<file path="config.mk">
export PLATFORM = sky130hd
export DESIGN_NAME = kab_int_receiver
export DESIGN_NICKNAME = d
export VERILOG_FILES = /design/src/rtl/kab_int_receiver.sv
export SDC_FILE = /design/constraint.sdc
export NUM_CORES = 1
export LEC_CHECK = 0
export ABC_AREA = 1
export BUFFER_PORTS_ARGS = -buffer_cell sky130_fd_sc_hd__buf_2
export CORE_MARGIN = 2
export CORE_UTILIZATION = 35
export DETAILED_ROUTE_END_ITERATION = 7
export PLACE_DENSITY = 0.82
export SYNTH_ARGS = -nofsm -noshare
export SYNTH_HDL_FRONTEND = slang
export SYNTH_SLANG_ARGS = --single-unit
</file>
<file path="constraint.sdc">
create_clock -name Sys_Clock -period 2.3 [get_ports Sys_Clock]
set_input_delay 0.115 -clock Sys_Clock [delete_from_list [all_inputs] [get_ports Sys_Clock]]
set_output_delay 0.115 -clock Sys_Clock [all_outputs]
set_load 0.02 [all_outputs]
</file>
<file path="src/rtl/kab_int_receiver.sv">
`default_nettype none
// ============================================================================
// kab_int_receiver : external interrupt handshake receiver (IO subsystem side
//                    to pipeline). Optional WAIT_DROP timeout: KAB_INT_TIMEOUT_EN
// Revision 1.0 - initial release
// ============================================================================
module kab_int_receiver #(
    parameter int          ID_W      = 1,
    parameter logic [31:0] VEC_BASE  = 32'h0000_0100,
    parameter int          VEC_SHIFT = 4,
    parameter int          TIMEOUT   = 255
) (
    input  logic            Sys_Clock,
    input  logic            Sys_Reset,
    input  logic            EIC_IntReq,
    input  logic [ID_W-1:0] EIC_IntId,
    output logic            EIC_IntAck,
    input  logic            Int_Enable,
    input  logic            Int_Take,
    output logic            Int_Pending,
    output logic [31:0]     Int_Vector,
    input  logic            Int_ErrClr,
    output logic            Int_Error
);

    typedef enum logic [1:0] {
        IDLE      = 2'd0,
        PEND      = 2'd1,
        ACK       = 2'd2,
        WAIT_DROP = 2'd3
    } state_t;

    state_t            state;
    state_t            state_nxt;
    logic              capture;
    logic              qualify;
    logic              timeout_hit;
    logic [ID_W-1:0]   id_reg;

`ifdef KAB_INT_TIMEOUT_EN
    localparam int CNT_W = (TIMEOUT > 255) ? $clog2(TIMEOUT + 1) : 8;

    logic [CNT_W-1:0] cnt;
    logic             need_drop;
    logic             error_q;

    // After a forced exit the request is still high; it must drop first.
    assign qualify     = EIC_IntReq && Int_Enable && !need_drop;
    assign timeout_hit = (state == WAIT_DROP) && EIC_IntReq &&
                         (cnt == CNT_W'(TIMEOUT - 1));
    assign Int_Error   = error_q;

    always_ff @(posedge Sys_Clock) begin
        if (Sys_Reset) begin
            cnt       <= '0;
            need_drop <= 1'b0;
            error_q   <= 1'b0;
        end else begin
            if (state != WAIT_DROP && state_nxt == WAIT_DROP)
                cnt <= '0;
            else if (state == WAIT_DROP)
                cnt <= cnt + 1'b1;

            if (timeout_hit)
                need_drop <= 1'b1;
            else if (!EIC_IntReq)
                need_drop <= 1'b0;

            if (timeout_hit)
                error_q <= 1'b1;
            else if (Int_ErrClr)
                error_q <= 1'b0;
        end
    end
`else
    logic unused_cfg;

    assign qualify     = EIC_IntReq && Int_Enable;
    assign timeout_hit = 1'b0;
    assign Int_Error   = 1'b0;
    assign unused_cfg  = Int_ErrClr ^ (TIMEOUT != 0);
`endif

    always_comb begin
        state_nxt = state;
        capture   = 1'b0;
        case (state)
            IDLE: begin
                if (qualify) begin
                    capture   = 1'b1;
                    state_nxt = PEND;
                end
            end
            PEND: begin
                // Take wins over withdrawal or masking in the same cycle.
                if (Int_Take)
                    state_nxt = ACK;
                else if (!EIC_IntReq || !Int_Enable)
                    state_nxt = IDLE;
            end
            ACK:       state_nxt = WAIT_DROP;
            WAIT_DROP: begin
                if (!EIC_IntReq || timeout_hit)
                    state_nxt = IDLE;
            end
            default:   state_nxt = IDLE;
        endcase
    end

    always_ff @(posedge Sys_Clock) begin
        if (Sys_Reset) begin
            state       <= IDLE;
            EIC_IntAck  <= 1'b0;
            Int_Pending <= 1'b0;
            id_reg      <= '0;
        end else begin
            state       <= state_nxt;
            EIC_IntAck  <= (state_nxt == ACK);
            Int_Pending <= (state_nxt == PEND);
            if (capture)
                id_reg <= EIC_IntId;
        end
    end

    // Derived from the held ID, so it keeps its value outside PEND.
    assign Int_Vector = VEC_BASE + (32'(id_reg) << VEC_SHIFT);

endmodule
`default_nettype wire

</file>
## Word-level counts from Yosys, hierarchy flattened

Cells that the tools add are included.

- Bits of input ports: 7
- Output and inout bits: 35
- Word-level logic and storage cells: 22
- Register bits after elaboration: 5

- Reductions and logical operators: 5
- Mux-type cells: 7
- Add/subtract/negate cells: 1
- Equality and inequality tests: 5

Operators by type and width:

| cell | number |
|---|---|
| $add A9 B5 Y10 const A | 1 |
| $mux W2 | 4 |
| $pmux W2 S4 | 1 |
| $eq A2 B2 Y1 const B | 3 |
| $eq A2 B1 Y1 const B | 2 |
| $logic_not A1 Y1 | 2 |
| $logic_not A2 Y1 | 1 |
| $mux W1 | 2 |
| $logic_and A1 B1 Y1 | 1 |
| $logic_or A1 B1 Y1 | 1 |

## Depth between registers and ports, before layout

Gate-level depths: netlist (run 1).

- Depth after elaboration: 6
- Gate-level depth with buffers: 6
- Gate-level depth less buffers: 6

## Worst setup path after synthesis (run 1)

No wires, ideal clock.

- Path kind: flip-flop to flip-flop
- Start: register state[0]
- End: register state[0]
- Library setup time: 111 ps
- Arrival time: 650 ps
- Clock period less this slack: 761 ps
- Stages on the path, launching flop included: 6
- Path slack: 1539 ps
- Required time: 2189 ps
- Buffers on the path: 0
- Cell sequence: dfxtp_1 -> nand2_1 -> nand2_1 -> nand2_1 -> nor2_1 -> nor2_1

- Cells in the longest elaborated chain, start to end: 3
- Elaborated cells on any way between the ends: 9
- Classes of those cells: eq/ne (3); mux (5); reduce/logical (1)

Ends and longest elaborated chain:

| what | line | RTL |
|---|---|---|
| start: declaration | 33 | `state_t state;` |
| start signal: assignment | 117 | `state <= state_nxt;` |
| $mux W2 | 98 | `else if (!EIC_IntReq \|\| !Int_Enable)` |
| $mux W2 | 96 | `if (Int_Take)` |
| $pmux W2 S4 (*) | 87 | `case (state)` |

Mark *: on every way between the ends. The rest lies on a longest branch, timed or not.
A chain may end at the register's enable or synchronous reset.

## Worst setup path in the final report (run 1)

Same ends and word-level chain as after synthesis.

==> results of run 1 <==
## cells in the final DEF (no fill, tap or decap)
cell type,n
a21oi_1,1
clkbuf_4,3
clkinv_1,1
dfxtp_1,5
nand3_1,3
nor2_1,5
a21oi_2,1
o211ai_1,1
nand2_1,7
inv_1,4
clkbuf_1,1
conb_1,32
buf_2,8
nor2_2,1
## area by class of cell
type,instances,area share
tap,15,0.04559
sequential,5,0.2432
inverter,5,0.04559
timing repair buffer,8,0.09726
clock buffer,4,0.06383
multi-input combinational,51,0.5046
## through the flow
| stage | cells | utilization |
|---|---|---|
| final | 88 | 0.3245 |
| after global routing | 88 | 0.3245 |
| after floorplan | 94 | - |
| after detailed placement | 84 | 0.3037 |
| after CTS | 88 | 0.3245 |
| after global placement | 84 | 0.3037 |
## worst register-to-register path, cell delays in order, from the launching register on
cell and delay (ns):
dfxtp_1 0.40, nand2_1 0.08, nand2_1 0.08, nand2_1 0.06, nor2_1 0.10, nor2_1 0.04
## how the worst max path moves through the flow
stage                  start  endpoint  slack [ns]  depth (start not counted)
floorplan           state[0]  state[0]        1.54                          5
global placement    state[0]  state[0]        1.49                          5
detailed placement  state[0]  state[0]        1.43                          5
CTS                 state[0]  state[0]        1.42                          5
global route        state[0]  state[0]        1.36                          5
finish              state[0]  state[0]        1.43                          5
## report_power, final
part / switching [mW] / internal [mW]
combinational: 0.0613 / 0.00996
clock: 0.0354 / 0.0656
sequential: 0.00284 / 0.0912
total: 0.0996 / 0.167
## cells by family after synthesis
group                  synth area share
AOI/OAI and AO/OA               0.04607
other                           0.01627
DFF                              0.2168
and+or+nand+nor                  0.1436
buffers and inverters            0.5772
## metal layers
| metal | up-vias | GRT usage | wire length [um] |
|---|---|---|---|
| li1 | 145 | - | - |
| met1 | 138 | 0.05333 | 178 |
| met2 | 22 | 0.1151 | 283 |
| met3 | 2 | 0.06667 | 97 |
| met4 | 0 | 0.1083 | 13 |
| met5 | - | 0 | 0 |
==> results.sh, run 1 <==
export IMPL_synth_warnings=0
export IMPL_worstSetupPathType="reg2reg"
export IMPL_ctsHoldBuffers=0
export IMPL_fin_crit_ns=0.8727
export IMPL_postRouteAntennaNets=0
export IMPL_synth_most_common_cell="buf_4"
export IMPL_r2r_end="state[0]"
export IMPL_ys_seq_elements=5
export IMPL_grt_setup_unrepaired="no"
export IMPL_hold_worst_slack_ns=0.08716
export IMPL_post_cts_buffers=0
export IMPL_synth_top_cells_by_count="buf_4 (33), nand2_1 (7), dfxtp_1 (5), nor2_1 (5), inv_1 (4)"
export IMPL_slowest_stage="dfxtp_1"
export IMPL_clkTransAtPathRegs_ns=0.04
export IMPL_rrSetupSlack_ns=1.43
export IMPL_syn_avg_cell_area_sq_um=7.214
export IMPL_initial_core_util=0.3639
export IMPL_pre_cts_slack_ns=1.435
export IMPL_worstHoldEndpoint="id_reg"
export IMPL_outcome="completed"
export IMPL_slew_viol_final=0
export IMPL_drt_pass1_iter_count=2
export IMPL_insertion_delay_ns=0.24
export IMPL_fill_cells=148
export IMPL_regMostFlops="state"
export IMPL_dieWidth_um=40.32
export IMPL_design_area_sq_um=411.6
export IMPL_io_pins=42
export IMPL_crit_arrival_ns=1.01
export IMPL_synthArstFlopShare=0
export IMPL_synth_cell_types=12
export IMPL_dp_hpwl_um=495.9
export IMPL_htreeDepth=1
export IMPL_hold_path_startpoint="Sys_Reset"
export IMPL_drive_above_1_share=0.1781
export IMPL_drc_errors=0
export IMPL_synth_top_area_frac=0.5366
export IMPL_cap_violations=0
export IMPL_crit_required_ns=2.43
export IMPL_place_area_sq_um=385.4
export IMPL_largest_register_ffs=2
export IMPL_drtIter0Drc=1
export IMPL_cts_buffers=3
export IMPL_cts_buffer_depth=2
export IMPL_antenna_found_initial=0
export IMPL_num_rows=13
export IMPL_numPortBuffers=8
export IMPL_reg2reg_depth=5
export IMPL_cts_sinks=5
export IMPL_grt_usage=0.07991
export IMPL_syn_cell_area_sq_um=461.7
export IMPL_die_area_sq_um=1626
export IMPL_core_area_sq_um=1269
export IMPL_viasPerCell=3.489
export IMPL_vdd_drop_max_uv=243.3
export IMPL_finClkSkew_ns=0.003162
export IMPL_multiInputGateArea_sq_um=207.7
export IMPL_period_share=0.3794
export IMPL_ys_seq_area_frac=0.2168
export IMPL_p_per_area_nw_per_um2=646.9
export IMPL_grt_pass1_wl_um=745
export IMPL_min_path_type="in2reg"
export IMPL_synth_area_top_cells="buf_4 (54%), dfxtp_1 (22%), nand2_1 (5.7%)"
export IMPL_cts_resized=0
export IMPL_setup_violations=0
export IMPL_layout_setup_ws_ns=1.427
export IMPL_startpoint_type="flop"
export IMPL_holdPathStages=2
export IMPL_max_stage_delay_ns=0.40
export IMPL_p_leak_nw=0.2407
export IMPL_via_count=307
export IMPL_place_congestion=0.7428
export IMPL_cp_max_fo=5
export IMPL_synth_edf_count=0
export IMPL_grt_pass1_vias=241
export IMPL_path_common_cell="nand2_1"
export IMPL_p_total_mw=0.2663
export IMPL_wl_per_cell_um=6.511
export IMPL_fmax_mhz=1146
export IMPL_ys_flop_type="dfxtp_1"
export IMPL_syn_to_final_growth_pct=-10.84
export IMPL_synthCells=64
export IMPL_fin_nets=81
export IMPL_cp_num_buf_inv=0
export IMPL_grt_overflow_total=0
export IMPL_hold_viol=0
export IMPL_root_buffer="clkbuf_4"
export IMPL_synth_largest_area_cell="buf_4"
export IMPL_antennaDiodeCount=0
export IMPL_seq_area_sq_um=100.1
export IMPL_die_h_um=40.32
export IMPL_routed_wirelength_um=573
export IMPL_r2r_start="state[0]"
export IMPL_crit_chain="nand2_1 > nand2_1 > nand2_1 > nor2_1 > nor2_1"
export IMPL_grt_max_degree=6
export IMPL_crit_family="flip-flops"
export IMPL_tritoncts="yes"
export IMPL_end_kind="flop"
export IMPL_tns_ns=0
Power figures use the tool's default switching activity.
==> inputs of run 2 (changes only) <==
--- a/config.mk
+++ b/config.mk
@@ -5,12 +5,12 @@
 export SDC_FILE = /design/constraint.sdc
 export NUM_CORES = 1
 export LEC_CHECK = 0
-export ABC_AREA = 1
+export ABC_AREA = 0
 export BUFFER_PORTS_ARGS = -buffer_cell sky130_fd_sc_hd__buf_2
 export CORE_MARGIN = 2
-export CORE_UTILIZATION = 35
+export CORE_UTILIZATION = 32
 export DETAILED_ROUTE_END_ITERATION = 7
-export PLACE_DENSITY = 0.82
+export PLACE_DENSITY = 0.8
 export SYNTH_ARGS = -nofsm -noshare
 export SYNTH_HDL_FRONTEND = slang
 export SYNTH_SLANG_ARGS = --single-unit
==> constraint.sdc (replaced) <==
create_clock -name Sys_Clock -period 0.8 [get_ports Sys_Clock]
set_input_delay 0.04 -clock Sys_Clock [delete_from_list [all_inputs] [get_ports Sys_Clock]]
set_output_delay 0.04 -clock Sys_Clock [all_outputs]
set_load 0.02 [all_outputs]
==> run 2 against run 1 <==
The run now ends with setup timing left. Synthesized cell count fell by 14%. Global-route usage fell by 1.1 points. Core utilization rose by 2.9 points. Maximum frequency barely moved. Critical endpoint is now state[1]. Largest cell class unchanged. Largest power group unchanged.
==> results.sh, run 2 <==
export IMPL_crit_arrival_ns=0.99
export IMPL_syn_cell_area_sq_um=457.9
export IMPL_cap_violations=0
export IMPL_violations="setup timing"
export IMPL_cp_max_fo=5
export IMPL_largest_register_ffs=2
export IMPL_synthCells=55
export IMPL_worstSetupPathType="reg2reg"
export IMPL_numPortBuffers=8
export IMPL_finClkSkew_ns=0.004907
export IMPL_fin_crit_ns=0.8724
export IMPL_synth_mux_area_frac=0.02186
export IMPL_syn_avg_cell_area_sq_um=8.326
export IMPL_die_area_sq_um=1750
export IMPL_end_kind="flop"
export IMPL_synth_top_cells_by_count="buf_4 (33), dfxtp_1 (5), nand2b_1 (3)"
export IMPL_hold_viol=0
export IMPL_synthArstFlopShare=0
export IMPL_drtIter0Drc=5
export IMPL_ys_seq_area_frac=0.2186
export IMPL_grt_pass1_wl_um=924
export IMPL_synth_warnings=0
export IMPL_syn_to_final_growth_pct=1.639
export IMPL_synthSimpleGateAreaFrac=0.1148
export IMPL_synth_top_area_frac=0.5410
export IMPL_io_pins=42
export IMPL_grt_setup_unrepaired="yes"
export IMPL_initial_core_util=0.3476
export IMPL_synth_cell_types=14
export IMPL_dp_hpwl_um=497.4
export IMPL_root_buffer="clkbuf_4"
export IMPL_grt_max_degree=7
export IMPL_crit_required_ns=0.91
export IMPL_startpoint_type="flop"
export IMPL_htreeDepth=1
export IMPL_p_leak_nw=0.2583
export IMPL_ys_seq_elements=5
export IMPL_viasPerCell=3.720
export IMPL_drive_above_1_share=0.2985
export IMPL_wl_per_cell_um=8.927
export IMPL_cts_buffer_depth=2
export IMPL_die_h_um=41.83
export IMPL_p_per_area_nw_per_um2=1706
export IMPL_synth_edf_count=0
export IMPL_synth_top_family_by_area="buffers and inverters"
export IMPL_fin_nets=75
export IMPL_p_total_mw=0.7939
export IMPL_synth_area_top_cells="buf_4 (54%), dfxtp_1 (22%), nand2b_1 (4.1%)"
export IMPL_min_path_type="in2reg"
export IMPL_regMostFlops="state"
export IMPL_grt_overflow_total=0
export IMPL_via_count=305
export IMPL_tritoncts="yes"
export IMPL_ys_flop_type="dfxtp_1"
export IMPL_max_stage_delay_ns=0.35
export IMPL_routed_wirelength_um=732
export IMPL_synth_fa_ha_area_frac=0
export IMPL_crit_chain="buf_4 > a21oi_1 > a311oi_2"
export IMPL_synth_compound_area_frac=0.07104
export IMPL_num_rows=13
export IMPL_synth_most_common_cell="buf_4"
export IMPL_dieWidth_um=41.83
export IMPL_placed_cells=76
export IMPL_synth_largest_area_cell="buf_4"
export IMPL_insertion_delay_ns=0.24
export IMPL_drc_errors=0
export IMPL_synth_xor_area_frac=0
export IMPL_final_common_cell="conb_1"
export IMPL_drt_pass1_iter_count=2
export IMPL_final_cell_mix="conb_1 (32), buf_2 (7), buf_4 (4)"
export IMPL_slew_viol_final=0
export IMPL_cp_num_buf_inv=1
export IMPL_postRouteAntennaNets=0
export IMPL_layout_setup_ws_ns=-0.07239
export IMPL_cts_sinks=5
export IMPL_slowest_stage="dfxtp_4"
export IMPL_fmax_mhz=1146
export IMPL_antennaDiodeCount=0
export IMPL_clkTransAtPathRegs_ns=0.05
export IMPL_antenna_found_initial=0
export IMPL_place_congestion=0.8276
export IMPL_core_area_sq_um=1318
export IMPL_vdd_drop_max_uv=357.9
export IMPL_post_route_util=0.3533
export IMPL_outcome="complete, but fails checks"
export IMPL_grt_usage=0.06887
export IMPL_period_share=1.090
export IMPL_setup_violations=3
export IMPL_layout_cells_non_filler=82
export IMPL_grt_pass1_vias=227
export IMPL_crit_family="flip-flops"
export IMPL_cts_buffers=3
-- run 2: cell families after synthesis --
| group | Yosys count |
|---|---|
| mux | 1 |
| compound gates | 4 |
| simple gates | 8 |
| other cells | 2 |
| buf+inv | 35 |
| flops | 5 |
-- run 2: final cells by class --
class	count	area (sq um)
Sequential cell	5	105.1
Timing Repair Buffer	11	65.06
Multi-Input combinational cell	45	242.7
Inverter	2	7.507
Fill cell	142	852.1
Clock buffer	4	26.28
Tap cell	15	18.77
-- run 2: worst paths after layout --
kind              startpoint        to  slack [ns]  depth (start not counted)
setup / recovery    state[1]  state[1]       -0.07                          3
hold / removal     Sys_Reset  state[0]        0.06                          2
setup reg to reg    state[1]  state[1]       -0.07                          3
hold reg to reg       id_reg    id_reg        0.49                          2
-- run 2: where the power goes --
part / switching [mW] / internal, mW
clock: 0.113 / 0.189
sequential: 0.00909 / 0.260
combinational: 0.178 / 0.0454
total: 0.300 / 0.494
-- run 2: per-layer routing --
layer / vias up / track usage / wire, um
li1: 135 / - / -
met1: 144 / 0.06527 / 220
met2: 24 / 0.1094 / 406
met3: 2 / 0.04783 / 94
met4: 0 / 0.03871 / 10
met5: - / 0 / 0
-- run 2: stage by stage --
| stage | hold slack [ns] | setup TNS [ns] | worst slack, ns | instance area (sq um) |
|---|---|---|---|---|
| after floorplan | 0.1106 | -0.02176 | -0.02176 | 573.1 |
| after global placement | 0.2800 | -0.08417 | -0.04939 | 391.6 |
| after detailed placement | 0.2733 | -0.1370 | -0.06255 | 391.6 |
| after CTS | 0.01889 | -0.1163 | -0.05515 | 432.9 |
| after global routing | 0.05303 | -0.3033 | -0.1181 | 465.4 |
| final | 0.05837 | -0.1766 | -0.07239 | 465.4 |
-- run 2: timing repair --
action | CTS | global route
pin swaps | 2 | 1
resized for setup | 3 | 3
endpoints found under the setup margin | 4 | 5
hold buffers | 0 | 0
buffers inserted | 0 | 2
==> inputs of run 3 (changes only) <==
--- a/config.mk
+++ b/config.mk
@@ -10,7 +10,8 @@
 export CORE_MARGIN = 2
 export CORE_UTILIZATION = 32
 export DETAILED_ROUTE_END_ITERATION = 7
-export PLACE_DENSITY = 0.8
+export PLACE_DENSITY = 0.74
+export SETUP_SLACK_MARGIN = 0.1
 export SYNTH_ARGS = -nofsm -noshare
 export SYNTH_HDL_FRONTEND = slang
 export SYNTH_SLANG_ARGS = --single-unit
==> run 3 against run 2 <==
The flow still finishes with violations (setup timing). Sequential share of layout area fell by 1.5 points. Maximum frequency about the same. Combinational power is 5% higher. Setup slack is essentially flat. Clock skew decreased by 0.0025 ns. Non-clock buffer count unchanged. Total power grew 1.8%. Largest cell class unchanged. Highest routed layer unchanged.
==> results.sh, run 3 (same netlist as run 2, synthesis figures left out) <==
export IMPL_dieWidth_um=41.83
export IMPL_cap_violations=0
export IMPL_core_area_sq_um=1318
export IMPL_cts_buffer_depth=2
export IMPL_cp_num_buf_inv=0
export IMPL_fin_nets=75
export IMPL_drt_pass1_iter_count=2
export IMPL_fmax_mhz=1146
export IMPL_syn_to_final_growth_pct=9.016
export IMPL_min_path_type="in2reg"
export IMPL_drive_above_1_share=0.3582
export IMPL_layout_setup_ws_ns=-0.07256
export IMPL_grt_pass1_vias=216
export IMPL_cts_buffers=3
export IMPL_num_rows=13
export IMPL_via_count=300
export IMPL_crit_arrival_ns=1.05
export IMPL_period_share=1.091
export IMPL_routed_wirelength_um=686
export IMPL_cp_max_fo=4
export IMPL_die_h_um=41.83
export IMPL_cts_sinks=5
export IMPL_slew_viol_final=0
export IMPL_r2r_end="id_reg"
export IMPL_crit_required_ns=0.98
export IMPL_holdPathStages=3
export IMPL_outcome="complete, but fails checks"
export IMPL_drtIter0Drc=2
export IMPL_pre_cts_slack_ns=-0.08237
export IMPL_hold_viol=0
export IMPL_numPortBuffers=8
export IMPL_clkTransAtPathRegs_ns=0.05
export IMPL_crit_chain="and4bb_1 > mux2i_1"
export IMPL_p_total_mw=0.8086
export IMPL_slowest_stage="dfxtp_2"
export IMPL_p_leak_nw=0.2630
export IMPL_die_area_sq_um=1750
export IMPL_worstSetupPathType="reg2reg"
export IMPL_final_common_cell="conb_1"
export IMPL_wl_per_cell_um=8.366
export IMPL_grt_pass1_wl_um=910
export IMPL_r2r_start="state[0]"
export IMPL_grt_max_degree=7
export IMPL_violations="setup timing"
export IMPL_fin_crit_ns=0.8726
export IMPL_worstHoldEndpoint="id_reg"
export IMPL_grt_usage=0.07768
export IMPL_dp_hpwl_um=481.7
export IMPL_tns_ns=-0.09796
export IMPL_fill_cells=145
export IMPL_htreeDepth=1
export IMPL_largest_register_ffs=2
export IMPL_reg2reg_depth=2
export IMPL_insertion_delay_ns=0.25
export IMPL_hold_worst_slack_ns=0.04965
export IMPL_hold_path_startpoint="EIC_IntId"
export IMPL_root_buffer="clkbuf_4"
export IMPL_setup_violations=4
export IMPL_max_stage_delay_ns=0.33
export IMPL_final_cell_mix="conb_1 (32), buf_2 (5), dfxtp_2 (4), buf_6 (4)"
export IMPL_drc_errors=0
export IMPL_postRouteAntennaNets=0
export IMPL_initial_core_util=0.3476
export IMPL_startpoint_type="flop"
export IMPL_cp_num_cells=2
export IMPL_io_pins=42
export IMPL_viasPerCell=3.659
export IMPL_rrSetupSlack_ns=-0.07
export IMPL_antenna_found_initial=0
export IMPL_crit_family="flip-flops"
export IMPL_grt_overflow_total=0
export IMPL_vdd_drop_max_uv=356.8
export IMPL_p_per_area_nw_per_um2=1620
export IMPL_grt_setup_unrepaired="yes"
export IMPL_finClkSkew_ns=0.002402
export IMPL_tritoncts="yes"
export IMPL_regMostFlops="state"
export IMPL_end_kind="flop"
export IMPL_antennaDiodeCount=0
export IMPL_place_congestion=0.8090
==> run 3: where the power goes <==
| group | switching (mW) | leakage (nW) | internal [mW] |
|---|---|---|---|
| combinational | 0.181 | 0.206 | 0.0538 |
| clock | 0.113 | 0.0150 | 0.189 |
| sequential | 0.00840 | 0.0426 | 0.263 |
==> run 3: worst register-to-register path, stage by stage (launching register included) <==
cell      delay (ns)
dfxtp_2         0.33
and4bb_1        0.30
mux2i_1         0.18
==> run 3: layout make-up <==
class	instances	area, sq um	area share
Timing Repair Buffer	11	85.08	0.1704
Clock buffer	4	26.28	0.05263
Sequential cell	5	105.1	0.2105
Multi-Input combinational cell	45	256.5	0.5138
Inverter	2	7.507	0.01504
Tap cell	15	18.77	0.03759
==> run 3: worst max-delay path by stage <==
stage	from	slack, ns	endpoint
3_5_place_dp	state[1]	-0.08	id_reg
4_1_cts	state[0]	-0.07	id_reg
5_1_grt	state[0]	-0.09	id_reg
6_report	state[0]	-0.07	id_reg
2_1_floorplan	state[1]	-0.02	id_reg
3_3_place_gp	state[1]	-0.03	id_reg
==> run 3: metrics by stage <==
| stage | area [sq um] | std cells | util |
|---|---|---|---|
| CTS | 484.2 | 82 | 0.3675 |
| global placement | 405.4 | 77 | 0.3077 |
| global route | 499.2 | 82 | 0.3789 |
| floorplan | 579.3 | 85 | - |
| detailed placement | 405.4 | 77 | 0.3077 |
| finish | 499.2 | 82 | 0.3789 |
==> run 3: timing repair <==
action                                  4_1_cts  5_1_grt
endpoints found under the hold margin         0        0
resized for setup                            13        2
cloned                                        0        0
endpoints found under the setup margin        8        8
hold buffers                                  0        0
buffers inserted                              1        0
pin swaps                                     3        0
==> run 3: routing by layer <==
| metal | global-route usage | part of all wire | wire [um] | up-vias |
|---|---|---|---|---|
| li1 | - | - | - | 135 |
| met2 | 0.1219 | 0.50 | 346 | 24 |
| met3 | 0.04783 | 0.15 | 106 | 4 |
| met1 | 0.05714 | 0.29 | 202 | 137 |
| met4 | 0.09677 | 0.045 | 31 | 0 |
| met5 | 0 | 0 | 0 | - |
